[src/rtl/rgb_pwm_fader.sv]
// N-channel PWM LED driver with per-channel linear fade toward a target duty.
// Duty is double-buffered into a shadow register at each PWM period boundary.
module rgb_pwm_fader #(
    parameter int CHANNELS     = 3,
    parameter int PWM_BITS     = 8,
    parameter int PRESCALE     = 188,
    parameter int FADE_PERIODS = 4
) (
    input  logic                clkin,
    input  logic                rst,
    input  logic                enable,
    input  logic                wr_en,
    input  logic [2:0]          wr_ch,
    input  logic [PWM_BITS-1:0] wr_duty,
    input  logic                wr_fade,
    output logic [CHANNELS-1:0] leds,
    output logic                period_start,
    output logic                busy
);

    localparam int PS_W = (PRESCALE > 1) ? $clog2(PRESCALE) : 1;
    localparam int FD_W = (FADE_PERIODS > 1) ? $clog2(FADE_PERIODS) : 1;
    localparam logic [PS_W-1:0]     PS_MAX  = PS_W'(PRESCALE - 1);
    localparam logic [FD_W-1:0]     FD_MAX  = FD_W'(FADE_PERIODS - 1);
    localparam logic [PWM_BITS-1:0] CNT_MAX = '1;

    logic [PS_W-1:0]     presc_q, presc_d;
    logic [PWM_BITS-1:0] pwm_cnt_q, pwm_cnt_d;
    logic [FD_W-1:0]     fade_cnt_q, fade_cnt_d;
    logic [PWM_BITS-1:0] target_q [CHANNELS];
    logic [PWM_BITS-1:0] target_d [CHANNELS];
    logic [PWM_BITS-1:0] cur_q    [CHANNELS];
    logic [PWM_BITS-1:0] cur_d    [CHANNELS];
    logic [PWM_BITS-1:0] shadow_q [CHANNELS];
    logic [PWM_BITS-1:0] shadow_d [CHANNELS];
    logic [CHANNELS-1:0] mode_q, mode_d;
    logic [CHANNELS-1:0] leds_q, leds_d;
    logic                period_start_q, period_start_d;
    logic                busy_q, busy_d;

    logic pwm_tick;
    logic pwm_wrap;
    logic fade_step;
    logic wr_hit;

    always_comb begin
        pwm_tick  = (presc_q == PS_MAX);
        pwm_wrap  = pwm_tick && (pwm_cnt_q == CNT_MAX);
        fade_step = period_start_q && (fade_cnt_q == FD_MAX);

        presc_d        = pwm_tick ? '0 : presc_q + 1'b1;
        pwm_cnt_d      = pwm_tick ? pwm_cnt_q + 1'b1 : pwm_cnt_q;
        period_start_d = pwm_wrap;
        fade_cnt_d     = fade_cnt_q;
        if (period_start_q) begin
            fade_cnt_d = fade_step ? '0 : fade_cnt_q + 1'b1;
        end

        mode_d = mode_q;
        leds_d = '0;
        busy_d = 1'b0;
        wr_hit = 1'b0;
        for (int i = 0; i < CHANNELS; i++) begin
            target_d[i] = target_q[i];
            cur_d[i]    = cur_q[i];
            // Shadow samples cur before any same-edge write lands.
            shadow_d[i] = pwm_wrap ? cur_q[i] : shadow_q[i];
            leds_d[i]   = enable && (pwm_cnt_q < shadow_q[i]);
            busy_d      = busy_d | (cur_q[i] != target_q[i]);
            wr_hit      = wr_en && (wr_ch == 3'(i));
            if (wr_hit) begin
                target_d[i] = wr_duty;
                mode_d[i]   = wr_fade;
                if (!wr_fade) begin
                    cur_d[i] = wr_duty;
                end
            end else if (fade_step && mode_q[i] && (cur_q[i] != target_q[i])) begin
                if (cur_q[i] < target_q[i]) begin
                    cur_d[i] = cur_q[i] + 1'b1;
                end else begin
                    cur_d[i] = cur_q[i] - 1'b1;
                end
            end
        end
    end

    always_ff @(posedge clkin) begin
        if (rst) begin
            presc_q        <= '0;
            pwm_cnt_q      <= '0;
            fade_cnt_q     <= '0;
            target_q       <= '{default: '0};
            cur_q          <= '{default: '0};
            shadow_q       <= '{default: '0};
            mode_q         <= '0;
            leds_q         <= '0;
            period_start_q <= 1'b0;
            busy_q         <= 1'b0;
        end else begin
            presc_q        <= presc_d;
            pwm_cnt_q      <= pwm_cnt_d;
            fade_cnt_q     <= fade_cnt_d;
            target_q       <= target_d;
            cur_q          <= cur_d;
            shadow_q       <= shadow_d;
            mode_q         <= mode_d;
            leds_q         <= leds_d;
            period_start_q <= period_start_d;
            busy_q         <= busy_d;
        end
    end

    assign leds         = leds_q;
    assign period_start = period_start_q;
    assign busy         = busy_q;

endmodule
[config.mk]
export PLATFORM = sky130hd
export DESIGN_NAME = rgb_pwm_fader
export DESIGN_NICKNAME = d
export VERILOG_FILES = /design/src/rtl/rgb_pwm_fader.sv
export SDC_FILE = /design/constraint.sdc
export NUM_CORES = 1
export LEC_CHECK = 0
export ABC_CLOCK_PERIOD_IN_PS = 7900
export CORE_MARGIN = 10
export CORE_UTILIZATION = 30
export CTS_CLUSTER_SIZE = 8
export DETAILED_ROUTE_END_ITERATION = 8
export GPL_ROUTABILITY_DRIVEN = 0
export GPL_TIMING_DRIVEN = 0
export PLACE_DENSITY = 0.54
export SLEW_MARGIN = 40
export SYNTH_ARGS = -nofsm -noshare
export SYNTH_HDL_FRONTEND = slang
export SYNTH_SLANG_ARGS = --single-unit
[constraint.sdc]
create_clock -name clkin -period 7.9 [get_ports clkin]
set_clock_uncertainty 0.2 [all_clocks]
set_input_delay 1.58 -clock clkin [delete_from_list [all_inputs] [get_ports clkin]]
set_output_delay 1.58 -clock clkin [all_outputs]
set_load 0.005 [all_outputs]
==> out/qor.yml, run 1 <==
routing:
  drt_pass1_iterations: 4
  wl_per_cell_um: 15.01
  via_per_inst: 4.857
  routed_wl_um: 15400
  route.detailed.drc: 0
  wl_met3_um: 900
  drtIter0Drc: 353
  top_layer: "met4"
  ant_nets: 0
  wl_met1_um: 7562
  wl_met2_um: 6763
  vias: 4983
timing:
  rsz0062_at_grt: "no"
  maxSlewViolCount: 0
  tightestPinTransition_ns: 0.8478
  hold_violations: 0
  min_period_ns: 3.733
  fin_tns_setup_ns: 0
  holdWs_ns: 0.2542
  period_share: 0.4725
  maxSlewHeadroom: 0.4271
  setup_viol: 0
  fmax_mhz: 267.9
  timing.final.ws_setup_ns: 4.167
die:
  rows: 50
  fp.dieH_um: 159.3
  die_x_um: 159.3
  coreArea_sq_mm: 0.01889
  io_pins: 21
  initial_core_util: 0.3082
  die_area_sq_mm: 0.02538
critical_path:
  critPathArrivalTime_ns: 3.75
  rr_endpoint: "cur_q[23]$_SDFFE_PP0P_"
  crit_required_ns: 7.92
  reg2reg_depth: 13
  endpoint_kind: "register"
  r2r_setup_slack_ns: 4.41
  crit_start: "wr_en"
  critPathKind: "primary input to register"
  startpoint_type: "primary input"
  cp_max_fo: 10
  r2r_start: "cur_q[16]$_SDFFE_PP0P_"
cts:
  clock_latency_ns: 0.35
  cts_buffer_depth: 2
  cts_buffers: 9
  cts.htree.levels: 3
  cts_root_buf: "clkbuf_16"
  cts.hold.buffers_added: 0
  clock_sinks: 98
  cts_tree: "done"
  clkTransAtPathRegs_ns: 0.06
  post-cts-setup-buffers: 0
  cts_resized: 0
global_route:
  grt_pass1_vias: 4773
  grt_max_degree: 15
  grt_pass1_wl_um: 25130
  antenna_found_initial: 0
  track_usage: 0.1208
  gr-total-overflow: 0
finish:
  antenna_cells: 0
  mostFrequentLayoutCells: "nand2_1 (139), dfxtp_1 (98), a21oi_1 (84)"
  mostFrequentLayoutCell: "nand2_1"
  final_area_sq_mm: 0.006610
  layout-drive-gt1-share: 0.03655
  fillCellCount: 2035
  area_delta_synth_final_pct: 13.52
  num-nets-final: 850
yosys:
  synthesis.nets: 821
  synth_async_sr_flop_share: 0
  ys_ff_latch: 98
  synth_top_area_frac: 0.3369
  synth_cell_types: 53
  avgSynthCellArea_sq_um: 7.944
  ys_seq_area_frac: 0.3369
  yosys_warnings: 0
  syn-instance-count: 733
  synth-edff-count: 0
  synth_area_sq_mm: 0.005823
  synthFlopType: "dfxtp_1"
  synth-simple-area-share: 0.2041
  synth_compound_area_frac: 0.1990
  synth_fa_ha_area_frac: 0.1586
  synth_top_area_cell: "dfxtp_1"
  muxShareOfSynthArea: 0.01740
  synth-xor-area-share: 0.03008
  yosys-top-cells-area: "dfxtp_1 (34%), ha_1 (15%), nand2_1 (9.0%), a21oi_1 (7.2%), nor2_1 (3.4%)"
  synth_top_family_by_area: "simple AND/OR/NAND/NOR gates"
place:
  pre_cts_ws_ns: 3.854
  dpl.hpwl_um: 11790
  placed_cell_area_sq_mm: 0.006337
  port_buffers: 18
power_and_ir_drop:
  peakVddDrop_v: 0.00008579
  p_leak_nw: 2.488
  p_sw_frac: 0.3000
  p_comb_frac: 0.233
  p_sw_mw: 0.3647
  power_density_mw_per_mm2: 184.0
  pwr-share-clk: 0.340
  seq_power_share: 0.427
  cellInternalPower_mw: 0.8512
run:
  drv_cap: 0
min_path:
  min_from: "shadow_q[12]$_SDFFE_PP0P_"
  min_path_type: "register to register"
  whs_path_depth: 2
  hold_path_end: "shadow_q[12]$_SDFFE_PP0P_"
status:
  run_status: "finished clean"
[registers in the layout, summed over array words and instances, names as in the netlist]
signal and flops:
period_start 1, busy 1, cur_q 24, pwm_cnt_q 8
target_q 24, presc_q 8, mode_q 3, shadow_q 24
leds 3, fade_cnt_q 2
[power by group through the flow]
stage / sequential (mW) / clock, mW / combinational (mW)
detailed placement: 0.530 / 0 / 0.281
global route: 0.521 / 0.445 / 0.320
CTS: 0.519 / 0.427 / 0.283
floorplan: 0.525 / 0 / 0.215
finish: 0.519 / 0.414 / 0.283
global placement: 0.530 / 0 / 0.279
[layer usage]
layer  vias to the layer above  global-route usage
li1                       2604                   -
met1                      2276              0.1630
met2                        95              0.1862
met3                         8             0.02918
met4                         0             0.03538
met5                         -                   0
[cell usage after synthesis (4+ instances only)]
master / n
nand2b_1: 16
xnor2_1: 13
o21ai_1: 7
buf_2: 8
a21o_1: 11
o21ai_0: 36
nor3_1: 4
clkbuf_1: 19
dfxtp_1: 98
a311oi_1: 6
and3_1: 5
nand3_1: 13
inv_1: 50
o21bai_1: 5
a31oi_1: 7
xor2_1: 7
a211oi_1: 6
o211ai_1: 10
nand2_1: 139
a21oi_1: 84
mux2i_1: 9
ha_1: 69
nor2_1: 53
nand4_1: 9
or3_1: 4
[cells by family (layout without fill, tap and decap cells)]
logic type | Yosys count | in the layout
adders and majority gates | 72 | 72
and+or+nand+nor | 263 | 263
muxes | 10 | 10
AOI/OAI and AO/OA | 190 | 190
buffers and inverters | 80 | 113
DFF | 98 | 98
xor gates and xnor gates | 20 | 20
[worst max-delay path, cell delays in order]
cell and delay (ns):
clkdlybuf4s50_1 0.55, nor4bb_1 0.77, clkbuf_1 0.46, o21ai_0 0.18, mux2i_1 0.16, nor2_1 0.05
[area by class of cell]
| type | count | area, sq um | share of cell area |
|---|---|---|---|
| Timing Repair Buffer | 18 | 180.2 | 0.02726 |
| Clock buffer | 13 | 260.3 | 0.03937 |
| Inverter | 50 | 187.7 | 0.02839 |
| Sequential cell | 98 | 1962 | 0.2968 |
| Multi-Input combinational cell | 555 | 3556 | 0.5380 |
| Tap cell | 260 | 325.3 | 0.04921 |
| Clock inverter | 2 | 12.51 | 0.001893 |
| Buffer | 30 | 126.4 | 0.01912 |
[stage by stage]
stage,total power [mW],instances,util
global route,1.286,1026,0.3499
global placement,0.8095,1011,0.3350
finish,1.216,1026,0.3499
detailed placement,0.8111,1011,0.3354
CTS,1.229,1026,0.3499
floorplan,0.7399,733,-
[worst max-delay path by stage]
stage	endpoint	slack [ns]	depth (start not counted)
floorplan	cur_q[23]$_SDFFE_PP0P_	4.66	6
global placement	cur_q[8]$_SDFFE_PP0P_	3.88	7
detailed placement	cur_q[10]$_SDFFE_PP0P_	3.85	6
CTS	cur_q[8]$_SDFFE_PP0P_	4.23	7
global route	cur_q[8]$_SDFFE_PP0P_	4.02	7
finish	cur_q[10]$_SDFFE_PP0P_	4.17	6
(Power assumes the default switching activity.)
==> run 2, diff against run 1 <==
--- a/config.mk
+++ b/config.mk
@@ -5,14 +5,14 @@
 export SDC_FILE = /design/constraint.sdc
 export NUM_CORES = 1
 export LEC_CHECK = 0
-export ABC_CLOCK_PERIOD_IN_PS = 7900
+export ABC_CLOCK_PERIOD_IN_PS = 3000
 export CORE_MARGIN = 10
 export CORE_UTILIZATION = 30
 export CTS_CLUSTER_SIZE = 8
 export DETAILED_ROUTE_END_ITERATION = 8
 export GPL_ROUTABILITY_DRIVEN = 0
 export GPL_TIMING_DRIVEN = 0
-export PLACE_DENSITY = 0.54
+export PLACE_DENSITY = 0.56
 export SLEW_MARGIN = 40
 export SYNTH_ARGS = -nofsm -noshare
 export SYNTH_HDL_FRONTEND = slang
==> constraint.sdc (replaced) <==
create_clock -name clkin -period 3 [get_ports clkin]
set_clock_uncertainty 0.2 [all_clocks]
set_input_delay 0.6 -clock clkin [delete_from_list [all_inputs] [get_ports clkin]]
set_output_delay 0.6 -clock clkin [all_outputs]
set_load 0.005 [all_outputs]
==> run 2 against run 1 <==
Against the previous run:
- routed wire length up 5.8%
- register-to-register slack worse by 4.4 ns
- critical path type is now register to register
- final area rose by 6.7%
- combinational power grew to 3.3 times the previous value
- largest cell class unchanged
- setup slack lost 4.1 ns
- first-iteration DRC count fell by 16%
- count of clock-buffer cells in the layout shrank 2
- sequential share of layout area fell by 1.1 points
- via count rose by 2.2%
- worst hold slack lost 0.0031 ns
==> out/qor.yml, run 2 (same netlist as run 1, synthesis figures left out) <==
finish:
  regArea_sq_mm: 0.002016  # was 0.001962 sq mm
  final_cells: 1035  # was 1,026
  multiInputGateArea_sq_mm: 0.003881  # was 0.003556 sq mm
  fillCellCount: 2034  # was 2,035
  mostFrequentLayoutCell: "nand2_1"  # unchanged
  num-nets-final: 858  # was 850
  layout-drive-gt1-share: 0.1381  # was 0.03655
  area_delta_synth_final_pct: 21.12  # was 13.52%
  antenna_cells: 0  # unchanged
  top_regs: "cur_q x24, shadow_q x24, target_q x24"  # unchanged
  mostFrequentLayoutCells: "nand2_1 (137), dfxtp_1 (75), a21oi_1 (73)"  # was nand2_1 (139), dfxtp_1 (98), a21oi_1 (84)
cts:
  cts_buffers: 9  # unchanged
  cts_buffer_depth: 2  # unchanged
  cts_root_buf: "clkbuf_16"  # unchanged
  clock_latency_ns: 0.35  # about the same
  cts.hold.buffers_added: 0  # unchanged
  cts_tree: "done"  # unchanged
  clock_sinks: 98  # unchanged
  cts.htree.levels: 3  # unchanged
  clkTransAtPathRegs_ns: 0.07  # was 0.06 ns
timing:
  hold_violations: 0  # unchanged
  tightestPinTransition_ns: 0.8047  # was 0.8478 ns
  maxSlewHeadroom: 0.4636  # was 0.4271
  fmax_mhz: 338.6
  period_share: 0.9846
  setup_viol: 0  # unchanged
  timing.final.ws_setup_ns: 0.04624  # was 4.167 ns
  rsz0062_at_grt: "yes"  # was no
  fin_tns_setup_ns: 0  # unchanged
  min_period_ns: 2.954
  maxSlewViolCount: 0  # unchanged
min_path:
  min_path_type: "register to register"  # unchanged
  whs_path_depth: 2  # unchanged
  min_from: "shadow_q[18]$_SDFFE_PP0P_"  # was shadow_q[12]$_SDFFE_PP0P_
  hold_path_end: "shadow_q[18]$_SDFFE_PP0P_"  # was shadow_q[12]$_SDFFE_PP0P_
critical_path:
  cp_max_fo: 8  # was 10
  r2r_start: "cur_q[10]$_SDFFE_PP0P_"  # was cur_q[16]$_SDFFE_PP0P_
  endpoint_kind: "register"  # unchanged
  critPathKind: "register to register"  # was primary input to register
  crit_required_ns: 3.03  # was 7.92 ns
  critPathArrivalTime_ns: 2.99  # was 3.75 ns
  rr_endpoint: "cur_q[14]$_SDFFE_PP0P_"  # was cur_q[23]$_SDFFE_PP0P_
  startpoint_type: "register"  # was primary input
  reg2reg_depth: 12  # was 13
  r2r_setup_slack_ns: 0.05  # was 4.41 ns
routing:
  drt_pass1_iterations: 4  # unchanged
  via_per_inst: 4.922  # was 4.857
  drtIter0Drc: 295  # was 353
  vias: 5094  # was 4,983
  route.detailed.drc: 0  # unchanged
  ant_nets: 0  # unchanged
  wl_per_cell_um: 15.75  # was 15.01 um
  routed_wl_um: 16300  # was 15,400 um
die:
  coreArea_sq_mm: 0.01889  # unchanged
  fp.dieH_um: 159.3  # unchanged
  die_x_um: 159.3  # unchanged
  rows: 50  # unchanged
  die_area_sq_mm: 0.02538  # unchanged
  io_pins: 21  # unchanged
  initial_core_util: 0.3082  # unchanged
run:
  drv_cap: 0  # unchanged
place:
  dp_cells: 1011  # unchanged
  pre_cts_ws_ns: -0.5067  # was 3.854 ns
  dpl.hpwl_um: 11800  # was 11,790 um
  port_buffers: 18  # unchanged
power_and_ir_drop:
  p_leak_nw: 2.579  # was 2.488 nW
  power_density_mw_per_mm2: 482.4  # was 184.0 mW/mm^2
  peakVddDrop_v: 0.0002484  # was 0.00008579 V
global_route:
  track_usage: 0.1247  # was 0.1208
  grt_pass1_wl_um: 26000  # was 25,130 um
  grt_max_degree: 16  # was 15
  grt_pass1_vias: 4887  # was 4,773
  gr-total-overflow: 0  # unchanged
  antenna_found_initial: 0  # unchanged
status:
  run_status: "finished clean"  # unchanged
## run 2: what timing repair did
action	CTS	global route
resized for setup	25	69
setup buffers	2	6
endpoints found under the setup margin	14	11
pin swaps	3	33
## run 2: per-layer routing
metal,GRT usage,vias up,part of all wire
li1,-,2627,-
met1,0.1673,2364,0.49
met2,0.1982,86,0.45
met3,0.02711,17,0.045
met4,0.03117,0,0.014
met5,0,-,0
## run 2: worst max-delay path by stage
stage | from | to | slack, ns
floorplan | cur_q[16]$_SDFFE_PP0P_ | cur_q[22]$_SDFFE_PP0P_ | 0.06
global placement | cur_q[16]$_SDFFE_PP0P_ | cur_q[21]$_SDFFE_PP0P_ | -0.45
detailed placement | cur_q[16]$_SDFFE_PP0P_ | cur_q[21]$_SDFFE_PP0P_ | -0.51
CTS | target_q[2]$_SDFFE_PP0P_ | cur_q[7]$_SDFFE_PP0P_ | 0.007
global route | cur_q[10]$_SDFFE_PP0P_ | cur_q[14]$_SDFFE_PP0P_ | -0.06
finish | cur_q[10]$_SDFFE_PP0P_ | cur_q[14]$_SDFFE_PP0P_ | 0.05
## run 2: critical path: stages, from the launching register on
cell	delay, ns
dfxtp_4	0.36
ha_4	0.24
o21ai_2	0.15
a21oi_2	0.06
o21a_1	0.21
or2_4	0.32
fa_2	0.39
a21o_1	0.19
a21oi_2	0.14
nand2b_4	0.15
mux2i_1	0.18
a41o_1	0.17
a31oi_1	0.07
## run 2: area by class of cell
type                       count  area share
timing repair buffer          26     0.03459
tap                          260     0.04612
clock buffer                  11     0.03442
multi-input combinational    555      0.5503
clock inverter                 5    0.004258
sequential                    98      0.2858
buffer                        30     0.01792
inverter                      50     0.02661
## run 2: where the power goes
group          switching, mW  internal (mW)  leakage, nW
combinational          0.513          0.421         1.64
sequential            0.0431           1.33        0.806
clock                  0.516          0.581        0.131
## run 2: per-stage QoR
step	cell area, sq um	total power [mW]	util	hold WS [ns]
after detailed placement	6337	2.139	0.3354	0.2443
after floorplan	5823	1.948	-	0.2299
after global routing	7053	3.578	0.3733	0.2670
after global placement	6329	2.128	0.3350	0.2389
after CTS	6688	3.288	0.3540	0.2534
final	7053	3.403	0.3733	0.2511
==> run 3, diff against run 2 <==
--- a/config.mk
+++ b/config.mk
@@ -6,14 +6,15 @@
 export NUM_CORES = 1
 export LEC_CHECK = 0
 export ABC_CLOCK_PERIOD_IN_PS = 3000
+export CELL_PAD_IN_SITES_DETAIL_PLACEMENT = 0
+export CELL_PAD_IN_SITES_GLOBAL_PLACEMENT = 1
 export CORE_MARGIN = 10
-export CORE_UTILIZATION = 30
+export CORE_UTILIZATION = 42
 export CTS_CLUSTER_SIZE = 8
 export DETAILED_ROUTE_END_ITERATION = 8
 export GPL_ROUTABILITY_DRIVEN = 0
 export GPL_TIMING_DRIVEN = 0
-export PLACE_DENSITY = 0.56
-export SLEW_MARGIN = 40
+export PLACE_DENSITY = 0.85
 export SYNTH_ARGS = -nofsm -noshare
 export SYNTH_HDL_FRONTEND = slang
 export SYNTH_SLANG_ARGS = --single-unit
==> run 3 against run 2 <==
Against the previous run:
- setup slack better by 0.020 ns
- via count increased by 4.3%
- sequential power about the same
- routed wire length fell by 2.4%
- critical path depth unchanged
- maximum frequency increased by 0.68%
- combinational power about the same
- total power is 5.5% higher
- critical path type unchanged
==> out/qor.yml, run 3 (same netlist as run 1, synthesis figures left out) <==
status:
  run_status: "finished clean"  # unchanged
cts:
  cts.htree.levels: 3  # unchanged
  clkTransAtPathRegs_ns: 0.07  # about the same
  cts_buffer_depth: 2  # unchanged
  cts_tree: "done"  # unchanged
  cts.hold.buffers_added: 0  # unchanged
  clock_sinks: 98  # unchanged
  cts_root_buf: "clkbuf_16"  # unchanged
  cts_buffers: 9  # unchanged
  clock_latency_ns: 0.36  # was 0.35 ns
die:
  fp.dieH_um: 137.7  # was 159.3 um
  io_pins: 21  # unchanged
  die_x_um: 137.7  # was 159.3 um
  initial_core_util: 0.4345  # was 0.3082
  rows: 42  # was 50
  die_area_sq_mm: 0.01897  # was 0.02538 sq mm
  coreArea_sq_mm: 0.01340  # was 0.01889 sq mm
min_path:
  whs_path_depth: 2  # unchanged
  min_path_type: "register to register"  # unchanged
timing:
  setup_viol: 0  # unchanged
  hold_violations: 0  # unchanged
  fin_tns_setup_ns: 0  # unchanged
  rsz0062_at_grt: "yes"  # unchanged
  maxSlewViolCount: 0  # unchanged
  fmax_mhz: 340.9  # was 338.6 MHz
  holdWs_ns: 0.2510  # was 0.2511 ns
  tightestPinTransition_ns: 1.276  # was 0.8047 ns
  maxSlewHeadroom: 0.1468  # was 0.4636
  period_share: 0.9779  # was 0.9846
  min_period_ns: 2.934  # was 2.954 ns
finish:
  fillCellCount: 1306  # was 2,034
  mostFrequentLayoutCell: "nand2_1"  # unchanged
  top_regs: "cur_q x24, shadow_q x24, target_q x24"  # unchanged
  mostFrequentLayoutCells: "nand2_1 (137), dfxtp_1 (78), a21oi_1 (76)"  # was nand2_1 (137), dfxtp_1 (75), a21oi_1 (73)
  area_delta_synth_final_pct: 18.99  # was 21.12%
  num-nets-final: 863  # was 858
  layout-drive-gt1-share: 0.1258  # was 0.1381
  final_area_sq_mm: 0.006929  # was 0.007053 sq mm
  antenna_cells: 0  # unchanged
  regArea_sq_mm: 0.002002  # was 0.002016 sq mm
  multiInputGateArea_sq_mm: 0.003784  # was 0.003881 sq mm
critical_path:
  critPathArrivalTime_ns: 2.97  # was 2.99 ns
  endpoint_kind: "register"  # unchanged
  reg2reg_depth: 12  # unchanged
  startpoint_type: "register"  # unchanged
  cp_max_fo: 7  # was 8
  critPathKind: "register to register"  # unchanged
  crit_required_ns: 3.04  # was 3.03 ns
global_route:
  gr-total-overflow: 0  # unchanged
  antenna_found_initial: 0  # unchanged
  grt_pass1_wl_um: 25850  # was 26,000 um
  grt_max_degree: 16  # unchanged
  track_usage: 0.1718  # was 0.1247
  grt_pass1_vias: 5115  # was 4,887
place:
  placed_cell_area_sq_mm: 0.006223  # was 0.006337 sq mm
  port_buffers: 18  # unchanged
  dpl.hpwl_um: 11810  # was 11,800 um
routing:
  wl_per_cell_um: 16.66  # was 15.75 um
  ant_nets: 0  # unchanged
  top_layer: "met4"  # unchanged
  wl_met1_um: 7335  # was 8043 um
  via_per_inst: 5.565  # was 4.922
  vias: 5315  # was 5,094
  route.detailed.drc: 0  # unchanged
  wl_met2_um: 7471  # was 7285 um
  routed_wl_um: 15910  # was 16,300 um
  wl_met3_um: 692  # was 739 um
  drtIter0Drc: 369  # was 295
  drt_pass1_iterations: 5  # was 4
power_and_ir_drop:
  p_leak_nw: 2.615  # was 2.579 nW
  power_density_mw_per_mm2: 517.8  # was 482.4 mW/mm^2
  peakVddDrop_v: 0.0003100  # was 0.0002484 V
run:
  drv_cap: 0  # unchanged
run 3: report_power, final:
group / internal [mW] / switching, mW / leakage [nW] / total (mW)
Clock: 0.772 / 0.517 / 0.154 / 1.29
Combinational: 0.424 / 0.507 / 1.66 / 0.931
Sequential: 1.33 / 0.0394 / 0.804 / 1.37
Total: 2.52 / 1.06 / 2.61 / 3.59
run 3: path summary, 6_finish.rpt:
check / endpoint / slack (ns) / from
max: cur_q[14]$_SDFFE_PP0P_ / 0.07 / cur_q[10]$_SDFFE_PP0P_
min: shadow_q[22]$_SDFFE_PP0P_ / 0.25 / shadow_q[22]$_SDFFE_PP0P_
max reg2reg: cur_q[14]$_SDFFE_PP0P_ / 0.07 / cur_q[10]$_SDFFE_PP0P_
min reg2reg: shadow_q[22]$_SDFFE_PP0P_ / 0.25 / shadow_q[22]$_SDFFE_PP0P_
run 3: through the flow:
stage | power [mW] | std cells | setup slack, ns | utilization
2_1_floorplan | 1.948 | 733 | 0.06254 | -
3_3_place_gp | 2.104 | 927 | -0.3343 | 0.4644
3_5_place_dp | 2.135 | 927 | -0.4055 | 0.4644
4_1_cts | 3.473 | 943 | 0.0003175 | 0.4965
5_1_grt | 3.761 | 955 | -0.1090 | 0.5171
6_report | 3.588 | 955 | 0.06616 | 0.5171
run 3: metal layers:
metal / up-vias / global-route usage
li1: 2634 / -
met1: 2532 / 0.2172
met2: 124 / 0.2855
met3: 25 / 0.02440
met4: 0 / 0.07300
met5: - / 0
run 3: timing repair:
item	in CTS	in global routing
setup endpoints to repair	12	11
resized for setup	31	43
buffers inserted	1	12
pin swaps	4	22
run 3: worst max-delay path: stages, from the launching register on:
cell and delay (ns):
dfxtp_4 0.37, ha_4 0.24, o21ai_2 0.13, a21oi_1 0.05, o21a_1 0.21, or2_4 0.31, fa_2 0.38, a21o_1 0.20
a21oi_2 0.14, nand2b_4 0.15, mux2i_1 0.18, a41o_1 0.18, a31oi_1 0.08
run 3: final cells by class:
cell class	count	area share
inverter	50	0.02709
timing repair buffer	31	0.04063
clock inverter	4	0.01083
tap	176	0.03178
buffer	30	0.01824
multi-input combinational	555	0.5460
sequential	98	0.2889
clock buffer	11	0.03648
